### src/rtl/tri_fill_if.sv
// Host-side bus of the triangular fill array: fill control, host write port and read port.
// The master drives requests and addresses; the slave (the array) returns status and data.
interface tri_fill_if #(
  parameter int WIDTH = 8,
  parameter int ROWS  = 16,
  parameter int COLS  = 16
);
  localparam int RW = $clog2(ROWS + 1);
  localparam int AR = (ROWS > 1) ? $clog2(ROWS) : 1;
  localparam int AC = (COLS > 1) ? $clog2(COLS) : 1;

  logic             start;
  logic [RW-1:0]    row_lim;
  logic [WIDTH-1:0] lo_val;
  logic [WIDTH-1:0] hi_val;
  logic             busy;
  logic             done;
  logic [WIDTH-1:0] and_out;

  logic             wr_en;
  logic [AR-1:0]    wr_row;
  logic [AC-1:0]    wr_col;
  logic [WIDTH-1:0] wr_data;
  logic             wr_err;

  logic [AR-1:0]    rd_row;
  logic [AC-1:0]    rd_col;
  logic [WIDTH-1:0] rd_data;

  modport master (
    output start, row_lim, lo_val, hi_val, wr_en, wr_row, wr_col, wr_data, rd_row, rd_col,
    input  busy, done, and_out, wr_err, rd_data
  );

  modport slave (
    input  start, row_lim, lo_val, hi_val, wr_en, wr_row, wr_col, wr_data, rd_row, rd_col,
    output busy, done, and_out, wr_err, rd_data
  );
endinterface

### src/rtl/tri_fill_array.sv
// ROWS x COLS word array with a one-word-per-cycle triangular fill engine
// (lower triangle first, then upper), a host write port usable while idle and a registered read port.
module tri_fill_array #(
  parameter int WIDTH = 8,
  parameter int ROWS  = 16,
  parameter int COLS  = 16
) (
  input  logic         clk,
  input  logic         rst_n,
  tri_fill_if.slave    bus
);

  // One index width wide enough for row/column counters and the clamped row limit.
  localparam int IW = $clog2(((ROWS > COLS) ? ROWS : COLS) + 1);
  localparam logic [IW-1:0] ROWS_I  = IW'(ROWS);
  localparam logic [IW-1:0] COLS_I  = IW'(COLS);
  localparam logic [IW-1:0] COLS_M1 = IW'(COLS - 1);

  typedef enum logic [1:0] {IDLE, FILL_LO, FILL_HI, DONE} state_e;

  state_e           state_q, state_d;
  logic [IW-1:0]    i_q, i_d;
  logic [IW-1:0]    j_q, j_d;
  logic [IW-1:0]    lim_q, lim_d;
  logic [WIDTH-1:0] lo_q, lo_d;
  logic [WIDTH-1:0] hi_q, hi_d;
  logic [WIDTH-1:0] and_q, and_d;
  logic             busy_q, busy_d;
  logic             done_q, done_d;
  logic             wr_err_q, wr_err_d;
  logic [WIDTH-1:0] rd_data_q, rd_data_d;

  logic [WIDTH-1:0] mem_q [ROWS][COLS];

  logic [IW-1:0]    lim_cap;
  logic [IW-1:0]    j_max;
  logic             host_ok;
  logic             fill_we;
  logic [WIDTH-1:0] fill_val;
  logic             mem_we;
  logic [IW-1:0]    mem_row;
  logic [IW-1:0]    mem_col;
  logic [WIDTH-1:0] mem_wdata;

  assign lim_cap = (IW'(bus.row_lim) > ROWS_I) ? ROWS_I : IW'(bus.row_lim);
  assign j_max   = (i_q < COLS_M1) ? i_q : COLS_M1;
  assign host_ok = (state_q == IDLE) && (IW'(bus.wr_row) < ROWS_I) && (IW'(bus.wr_col) < COLS_I);

  always_comb begin
    // NOTE: every variable gets a default before the case so no path leaves one unassigned (no latches).
    state_d  = state_q;
    i_d      = i_q;
    j_d      = j_q;
    lim_d    = lim_q;
    lo_d     = lo_q;
    hi_d     = hi_q;
    and_d    = and_q;
    fill_we  = 1'b0;
    fill_val = lo_q;

    unique case (state_q)
      IDLE: begin
        if (bus.start) begin
          lim_d   = lim_cap;
          lo_d    = bus.lo_val;
          hi_d    = bus.hi_val;
          and_d   = bus.lo_val & bus.hi_val;
          i_d     = '0;
          j_d     = '0;
          state_d = (lim_cap != '0) ? FILL_LO : DONE;
        end
      end
      FILL_LO: begin
        fill_we  = 1'b1;
        fill_val = lo_q;
        if (j_q == j_max) begin
          j_d = '0;
          if (i_q + IW'(1) == lim_q) begin
            i_d     = '0;
            state_d = FILL_HI;
          end else begin
            i_d = i_q + IW'(1);
          end
        end else begin
          j_d = j_q + IW'(1);
        end
      end
      FILL_HI: begin
        fill_we  = 1'b1;
        fill_val = hi_q;
        if (j_q == COLS_M1) begin
          // Rows at or beyond COLS have no upper-triangle words, so the fill ends there too.
          if ((i_q + IW'(1) >= lim_q) || (i_q + IW'(1) >= COLS_I)) begin
            state_d = DONE;
          end else begin
            i_d = i_q + IW'(1);
            j_d = i_q + IW'(1);
          end
        end else begin
          j_d = j_q + IW'(1);
        end
      end
      DONE:    state_d = IDLE;
      default: state_d = IDLE;
    endcase

    busy_d   = (state_d == FILL_LO) || (state_d == FILL_HI);
    done_d   = (state_d == DONE);
    wr_err_d = bus.wr_en && !host_ok;
  end

  // Host writes only happen in IDLE and fill writes never do, so one write port suffices.
  always_comb begin
    mem_we    = fill_we || (bus.wr_en && host_ok);
    mem_row   = fill_we ? i_q : IW'(bus.wr_row);
    mem_col   = fill_we ? j_q : IW'(bus.wr_col);
    mem_wdata = fill_we ? fill_val : bus.wr_data;
  end

  always_comb begin
    rd_data_d = '0;
    for (int r = 0; r < ROWS; r++) begin
      for (int c = 0; c < COLS; c++) begin
        if ((IW'(r) == IW'(bus.rd_row)) && (IW'(c) == IW'(bus.rd_col))) rd_data_d = mem_q[r][c];
      end
    end
  end

  // NOTE: this array must clear on reset, so it is built from resettable flops rather than a RAM macro.
  always_ff @(posedge clk or negedge rst_n) begin
    if (!rst_n) begin
      for (int r = 0; r < ROWS; r++) begin
        for (int c = 0; c < COLS; c++) mem_q[r][c] <= '0;
      end
    end else if (mem_we) begin
      for (int r = 0; r < ROWS; r++) begin
        for (int c = 0; c < COLS; c++) begin
          if ((IW'(r) == mem_row) && (IW'(c) == mem_col)) mem_q[r][c] <= mem_wdata;
        end
      end
    end
  end

  // NOTE: state uses non-blocking assignments so all flops update together from pre-edge values.
  always_ff @(posedge clk or negedge rst_n) begin
    if (!rst_n) begin
      state_q   <= IDLE;
      i_q       <= '0;
      j_q       <= '0;
      lim_q     <= '0;
      lo_q      <= '0;
      hi_q      <= '0;
      and_q     <= '0;
      busy_q    <= 1'b0;
      done_q    <= 1'b0;
      wr_err_q  <= 1'b0;
      rd_data_q <= '0;
    end else begin
      state_q   <= state_d;
      i_q       <= i_d;
      j_q       <= j_d;
      lim_q     <= lim_d;
      lo_q      <= lo_d;
      hi_q      <= hi_d;
      and_q     <= and_d;
      busy_q    <= busy_d;
      done_q    <= done_d;
      wr_err_q  <= wr_err_d;
      rd_data_q <= rd_data_d;
    end
  end

  assign bus.busy    = busy_q;
  assign bus.done    = done_q;
  assign bus.and_out = and_q;
  assign bus.wr_err  = wr_err_q;
  assign bus.rd_data = rd_data_q;

endmodule

### src/flat_wrapper.sv
// flat-port wrapper written by rule: the top's interface ports become plain ports
module tri_fill_array_flat 
#(
  parameter int WIDTH = 8,
  parameter int ROWS  = 16,
  parameter int COLS  = 16
)
  (clk, rst_n, bus_start, bus_row_lim, bus_lo_val, bus_hi_val, bus_wr_en, bus_wr_row, bus_wr_col, bus_wr_data, bus_rd_row, bus_rd_col, bus_busy, bus_done, bus_and_out, bus_wr_err, bus_rd_data);
  tri_fill_if #(.WIDTH(WIDTH), .ROWS(ROWS), .COLS(COLS)) bus_i ();
  input  logic clk;
  input  logic rst_n;
  input wire logic [$bits(bus_i.start)-1:0] bus_start;
  input wire logic [$bits(bus_i.row_lim)-1:0] bus_row_lim;
  input wire logic [$bits(bus_i.lo_val)-1:0] bus_lo_val;
  input wire logic [$bits(bus_i.hi_val)-1:0] bus_hi_val;
  input wire logic [$bits(bus_i.wr_en)-1:0] bus_wr_en;
  input wire logic [$bits(bus_i.wr_row)-1:0] bus_wr_row;
  input wire logic [$bits(bus_i.wr_col)-1:0] bus_wr_col;
  input wire logic [$bits(bus_i.wr_data)-1:0] bus_wr_data;
  input wire logic [$bits(bus_i.rd_row)-1:0] bus_rd_row;
  input wire logic [$bits(bus_i.rd_col)-1:0] bus_rd_col;
  output wire logic [$bits(bus_i.busy)-1:0] bus_busy;
  output wire logic [$bits(bus_i.done)-1:0] bus_done;
  output wire logic [$bits(bus_i.and_out)-1:0] bus_and_out;
  output wire logic [$bits(bus_i.wr_err)-1:0] bus_wr_err;
  output wire logic [$bits(bus_i.rd_data)-1:0] bus_rd_data;
  assign bus_i.start = bus_start;
  assign bus_i.row_lim = bus_row_lim;
  assign bus_i.lo_val = bus_lo_val;
  assign bus_i.hi_val = bus_hi_val;
  assign bus_i.wr_en = bus_wr_en;
  assign bus_i.wr_row = bus_wr_row;
  assign bus_i.wr_col = bus_wr_col;
  assign bus_i.wr_data = bus_wr_data;
  assign bus_i.rd_row = bus_rd_row;
  assign bus_i.rd_col = bus_rd_col;
  assign bus_busy = bus_i.busy;
  assign bus_done = bus_i.done;
  assign bus_and_out = bus_i.and_out;
  assign bus_wr_err = bus_i.wr_err;
  assign bus_rd_data = bus_i.rd_data;
  tri_fill_array #(.WIDTH(WIDTH), .ROWS(ROWS), .COLS(COLS)) u_core (.clk(clk), .rst_n(rst_n), .bus(bus_i));
endmodule
### config.mk
export PLATFORM = sky130hd
export DESIGN_NAME = tri_fill_array_flat
export DESIGN_NICKNAME = d
export VERILOG_FILES = /design/src/rtl/tri_fill_if.sv /design/src/rtl/tri_fill_array.sv /design/src/flat_wrapper.sv
export SDC_FILE = /design/constraint.sdc
export NUM_CORES = 2
export LEC_CHECK = 0
export CORE_UTILIZATION = 35
export CTS_CLUSTER_DIAMETER = 150
export CTS_CLUSTER_SIZE = 40
export DETAILED_ROUTE_END_ITERATION = 7
export SLEW_MARGIN = 10
export SYNTH_ARGS = -nofsm -noshare
export SYNTH_HDL_FRONTEND = slang
export SYNTH_SLANG_ARGS = --single-unit
### constraint.sdc
create_clock -name clk -period 4 [get_ports clk]
set_input_delay 0.6 -clock clk [delete_from_list [all_inputs] [get_ports clk]]
set_output_delay 0.6 -clock clk [all_outputs]
set_load 0.05 [all_outputs]
==> Yosys cells after proc, flatten, opt, wreduce, memory -nomap -nowiden <==
Cells that the tools add are included.
{ "word_totals": {"elab_cells": 1412, "inputBits": 49, "regBits": 2100, "output_inout_bits": 19} }
{ "classes": {"eq_ne": 74, "n_mux": 279, "n_addsub": 2, "order_cmp": 4, "reduce_logical": 785, "n_bitwise": 1} }
{ "op_table": {"columns": ["operator", "count"], "rows": [
  ["2-to-1 mux 8 bit", 258],
  ["logical AND 1 bit", 514],
  ["AND reduction 2 bit", 257],
  ["== test 4 x 5 -> 1 bit, first input constant", 16],
  ["== test 4 bit, first input constant", 16],
  ["2-to-1 mux 5 bit", 11],
  ["== test 3 x 5 -> 1 bit, first input constant", 8],
  ["== test 3 x 4 -> 1 bit, first input constant", 8],
  ["one-hot mux 5 bit (3 select lines)", 2],
  ["== test 2 x 5 -> 1 bit, first input constant", 4],
  ["== test 2 x 4 -> 1 bit, first input constant", 4],
  ["2-to-1 mux 2 bit", 6],
  ["adder 5 x 1 -> 5 bit, second input constant", 2],
  ["== test 1 x 5 -> 1 bit, first input constant", 2],
  ["== test 5 bit", 2],
  ["zero test 5 bit", 2],
  ["AND 8 bit", 1],
  ["== test 1 x 4 -> 1 bit, first input constant", 2],
  ["== test 2 bit, second input constant", 4],
  ["zero test 4 bit", 2],
  ["one-hot mux 2 bit (4 select lines)", 1],
  ["== test 5 x 4 -> 1 bit, second input constant", 1],
  ["greater-or-equal comparator 5 bit", 1],
  ["greater-or-equal comparator 5 bit, second input constant", 1],
  ["other kinds (15)", 20]
]} }

==> Logic depth before layout (Yosys ltp) <==
{ "depth": {"word_depth": 258, "depth_mapped": 16, "depth_no_buf": 12} }

==> Least setup slack after synthesis <==
No wires, ideal clock.
{ "synth_path": {"path_kind": "input to register", "from": "input port bus_rd_col[0]", "to": "register u_core.rd_data_q[6] (netlist: u_core.bus.rd_data[6])", "arrival_time_ps": 3054, "required_time_ps": 3873, "n_path_buf": 2, "setup_time_ps": 127, "cell_stages": 10, "path_slack_ps": 819, "cell_sequence": "buf_2 > and4b_1 > clkbuf_2 > a21o_1 > o41a_1 > a221o_1 > or4_1 > or3_1 > nor3b_2 > a21oi_1"} }
{ "synth_via": {"elab_chain_cells": 258, "elab_cells_between_ends": 528, "cone_classes": "eq/ne (15); mux (256); reduce/logical (257)"} }
{ "synth_rtl": {"columns": ["item", "line", "rtl"], "rows": [
  ["from (decl)", "flat_wrapper.sv:21", "input wire logic [$bits(bus_i.rd_col)-1:0] bus_rd_col;"],
  ["zero test 4 bit", "tri_fill_array.sv:124", "if ((IW'(r) == IW'(bus.rd_row)) && (IW'(c) == IW'(bus.rd_col))) rd_data_d = mem_q[r][c];"],
  ["logical AND 1 bit", "tri_fill_array.sv:124", null],
  ["2-to-1 mux 8 bit (255 in series)", "tri_fill_array.sv:124", null],
  ["2-to-1 mux 8 bit *", "tri_fill_array.sv:124", null],
  ["via u_core.rd_data_d[6]", "tri_fill_array.sv:31", "logic [WIDTH-1:0] rd_data_q, rd_data_d;"],
  ["to (signal assigned)", "tri_fill_array.sv:169", "rd_data_q <= rd_data_d;"],
  ["to (decl)", "tri_fill_array.sv:31", null]
]} }
The timed path passes the listed nets; every way through them passes the cells marked *.
A chain may end at the register's enable or synchronous reset.

==> Worst setup path after layout <==
{ "layout_path": {"from": "input port bus_rd_col[3]", "to": "register u_core.rd_data_q[2] (netlist: u_core.bus.rd_data[2])"} }
The elaborated chain is that of the path after synthesis.

==> impl_metrics.py <==
metrics = {
    "worst_setup_path": {
        "crit_fanout": 19,
        "cp.arrival_ns": 4.95,
        "critPathCaptureType": "flip-flop",
        "crit_path_max_incr_delay_ns": 0.93,
        "path_buf_inv": 5,
        "critPathSlowestCell": "nor2b_1",
        "crit_required_ns": 4.78,
        "cp-start-kind": "primary input",
        "crit_family": "simple AND/OR/NAND/NOR gates",
        "crit_chain": "buf_6 > buf_12 > nor2b_1 > nand2_1 > o221ai_1 > a2111oi_1 > clkdlybuf4s18_2 > o22ai_1 > nand4_1 > a221oi_1 > buf_4 > and3_1 > a211oi_1 > buf_4",
        "reg2reg_slack_ns": 0.21,
        "cp_common_cell": "buf_4",
        "worstSetupPathType": "primary input to flip-flop",
    },
    "detailed_routing": {
        "antenna_left": 0,
        "routedWlPerCell_um": 35.15,
        "first_pass_iters": 8,
        "avgViaCountPerCell": 6.295,
        "vias": 97640,
        "drc_errors": 4,
        "totalWireLength_um": 545200,
        "first_iter_violations": 14600,
    },
    "die": {
        "die-height_um": 539.2,
        "num_rows": 196,
        "fp.dieArea_mm2": 0.2908,
        "die-width_um": 539.2,
        "start_util_pct": 35.30,
        "ioPinCount": 68,
        "core-area_mm2": 0.2862,
    },
    "clock_tree": {
        "htreeDepth": 2,
        "clk_latency_ns": 0.88,
        "cts_buffers": 59,
        "clkSlewWorstSetupHoldPaths_ns": 0.18,
        "cts.sink_count": 2100,
        "clockBufferDepth": 3,
        "tritoncts": "done",
        "cts_root_buf": "clkbuf_16",
        "postCtsSetupBuffers": 0,
    },
    "timing": {
        "fin_crit_ns": 4.170,
        "fin_crit_sh_pct": 104.2,
        "tightest_slew_ns": 1.335,
        "finalHoldViolations": 0,
        "drv_slew": 0,
        "fin_skew_ns": 0.05394,
        "setup_viol": 1,
        "worst_slack_ns": -0.1700,
        "slew_headroom_pct": 10.69,
        "clock.fmax_ghz": 0.2398,
        "rsz0062_at_grt": "no",
    },
    "pwr": {
        "internal-power_w": 0.03418,
        "pwr-share-comb_pct": 38.4,
        "ir_drop_mv": 0.7498,
        "swShare_pct": 45.14,
        "clkPwrFrac_pct": 15.6,
        "p_per_area_mw_per_mm2": 528.8,
        "p_switching_w": 0.02812,
        "seqPwrFrac_pct": 46.0,
        "p_leak_nw": 51.94,
    },
    "yosys": {
        "synth-seq-area-share_pct": 52.02,
        "synth_edf_count": 0,
        "async_reset_ff_share_pct": 100.0,
        "ys_warn_count": 0,
        "syn_inst": 11170,
        "synth_flop_cell": "dfrtp_1",
        "synth_area_mm2": 0.1010,
        "synth_cell_types": 97,
        "synth-seq-cells": 2100,
        "synth_fp_nets": 11230,
        "syn_avg_cell_area_um2": 9.045,
    },
    "placed_design": {
        "io_buffers": 67,
        "place_ws_ns": -1.147,
        "place_area_mm2": 0.1161,
        "dp_hpwl_um": 400400,
        "gp_congestion": 1.072,
    },
    "final_layout": {
        "utilization_pct": 41.17,
        "nets": 11770,
        "drive_gt1_share_pct": 16.92,
        "fill_cells": 28220,
        "stdcell_area_mm2": 0.1178,
        "syn2layout_area_growth_pct": 16.63,
    },
    "grt": {
        "grt_pass1_vias": 91200,
        "antenna_found_initial": 57,
        "grt-ovfl-total": 0,
        "grt_pass1_wl_um": 750000,
        "grt_max_degree": 152,
        "grt_util_all_layers_pct": 36.51,
    },
    "outcome": {
        "violations": "DRC, setup timing",
        "status": "finished, violations left",
    },
    "worst_hold_path": {
        "hold_class": "primary input to async pin",
    },
    "job": {
        "drv_cap": 0,
    },
}
metrics by stage:
step                total power [W]  instances  TNS, ns  hold slack [ns]
floorplan                   0.03843      11170        0           0.3044
global placement            0.05173      15410   -5.207           0.4524
detailed placement          0.05218      15410   -4.781           0.4621
CTS                         0.06158      15470        0           0.2593
global route                0.06406      15480        0           0.3197
finish                      0.06230      15510  -0.1700           0.2854
final timing paths:
check,start,to,cells past startpoint
min reg2reg,u_core.mem_q[1628]$_DFFE_PN0P_,u_core.mem_q[1628]$_DFFE_PN0P_,2
max reg2reg,u_core.mem_q[1962]$_DFFE_PN0P_,u_core.bus.rd_data[2]$_DFF_PN0_,11
max in group asynchronous,rst_n,u_core.mem_q[1763]$_DFFE_PN0P_,3
min in group clk,bus_hi_val[0],u_core.bus.and_out[0]$_DFFE_PN0P_,3
min,rst_n,u_core.mem_q[124]$_DFFE_PN0P_,2
max,bus_rd_col[3],u_core.bus.rd_data[2]$_DFF_PN0_,14
power by group through the flow:
stage	registers [W]	logic [W]	clock network, W
after floorplan	0.0278	0.0106	0
after global placement	0.0288	0.0230	0
after detailed placement	0.0289	0.0233	0
after CTS	0.0285	0.0233	0.00980
after global routing	0.0290	0.0247	0.0103
final	0.0287	0.0239	0.00969
cell type report:
type | count | area (um2) | share of cell area (%)
sequential | 2100 | 52550 | 44.60
multi-input combinational | 8025 | 44710 | 37.95
timing repair buffer | 1484 | 14070 | 11.94
tap | 3762 | 4707 | 3.995
clock buffer | 59 | 1476 | 1.253
inverter | 36 | 140.1 | 0.1189
antenna | 37 | 92.59 | 0.07858
clock inverter | 7 | 81.33 | 0.06903
Yosys cell counts (all sizes together), types with 13 or more instances:
| library cell | number | area [um2] |
|---|---|---|
| a21oi | 511 | 2557 |
| dfrtp | 2100 | 52550 |
| buf | 300 | 1585 |
| a21o | 48 | 360.4 |
| o22ai | 258 | 1614 |
| or2 | 13 | 81.33 |
| nor3 | 128 | 670.7 |
| a21boi | 15 | 112.6 |
| o21ai | 2375 | 11890 |
| nand2 | 2421 | 9087 |
| a32oi | 14 | 122.6 |
| a211o | 21 | 183.9 |
| o2111ai | 27 | 236.5 |
| mux2i | 147 | 1471 |
| or3 | 26 | 162.7 |
| and3 | 16 | 100.1 |
| a211oi | 74 | 555.5 |
| nor2 | 402 | 1509 |
| o21a | 13 | 97.59 |
| o211ai | 63 | 473.0 |
| a2bb2oi | 29 | 254.0 |
| nor2b | 58 | 362.9 |
| inv | 34 | 127.6 |
| o22a | 32 | 280.3 |
| nand3 | 83 | 415.4 |
| or3b | 21 | 183.9 |
| a31oi | 75 | 469.2 |
| a221oi | 91 | 797.0 |
| clkbuf | 707 | 2655 |
| nand2b | 46 | 287.8 |
| o221ai | 70 | 613.1 |
| mux2 | 323 | 3637 |
| nor3b | 18 | 155.1 |
| a22oi | 145 | 1089 |
| a221o | 29 | 290.3 |
| nand4 | 16 | 106.4 |
| a2111oi | 25 | 219.0 |
| a22o | 59 | 516.8 |
| a222oi | 30 | 300.3 |
| ha | 13 | 162.7 |
| o31ai | 35 | 262.8 |
| nor4 | 21 | 137.6 |
cells by family after synthesis:
kind of cell	share of synthesized area, %
xor gates and xnor gates	0.06813
adders and majority gates	0.1610
DFF	52.02
and+or+nand+nor	14.12
buffers and inverters	4.331
muxes	5.191
AOI/OAI and AO/OA	24.11
repair_timing:
| action | in CTS | in global routing |
|---|---|---|
| hold endpoints to repair | 57 | 0 |
| cloned | 0 | 0 |
| endpoints found under the setup margin | 1 | 2 |
| pin swaps | 0 | 0 |
| hold buffers | 1 | 0 |
| gates resized for setup | 1 | 2 |
metal layers:
metal | part of all wire, % | vias to the layer above | routed length, um | track usage, %
li1 | - | 40690 | - | -
met1 | 40 | 48970 | 218000 | 48.88
met2 | 42 | 6517 | 226400 | 52.15
met3 | 12 | 1426 | 63040 | 10.33
met4 | 6.9 | 30 | 37580 | 21.91
met5 | 0.038 | - | 209 | 0
cell usage in the layout, fill, tap and decap left out, types with 16 or more instances in the layout:
| cell | n |
|---|---|
| a2111oi_0 | 23 |
| a211o_1 | 20 |
| a211oi_1 | 74 |
| a21o_1 | 40 |
| a21oi_1 | 502 |
| a221o_1 | 29 |
| a221oi_1 | 91 |
| a222oi_1 | 30 |
| a22o_1 | 59 |
| a22oi_1 | 145 |
| a2bb2oi_1 | 29 |
| a31oi_1 | 74 |
| and3_1 | 16 |
| buf_12 | 219 |
| buf_4 | 1196 |
| clkbuf_16 | 59 |
| clkdlybuf4s50_1 | 58 |
| dfrtp_1 | 2100 |
| diode_2 | 37 |
| inv_1 | 32 |
| mux2_2 | 323 |
| mux2i_1 | 147 |
| nand2_1 | 2420 |
| nand2b_1 | 42 |
| nand3_1 | 83 |
| nor2_1 | 395 |
| nor2b_1 | 52 |
| nor3_1 | 109 |
| nor3_2 | 19 |
| nor4_1 | 20 |
| o2111ai_1 | 27 |
| o211ai_1 | 63 |
| o21ai_0 | 2371 |
| o221ai_1 | 70 |
| o22a_1 | 32 |
| o22ai_1 | 258 |
| o31ai_1 | 35 |
| or3_1 | 26 |
| or3b_2 | 18 |
state kept, by name, indices dropped and copies added, names as in the netlist:
signal,cells
u_core.mem_q,2048
u_core.bus.and_out,8
u_core.bus.rd_data,8
u_core.hi_q,8
u_core.lo_q,8
u_core.i_q,5
u_core.j_q,5
u_core.lim_q,5
u_core.state_q,2
u_core.bus.busy,1
u_core.bus.done,1
u_core.bus.wr_err,1
Note: power is estimated with default switching activity, not from simulation.
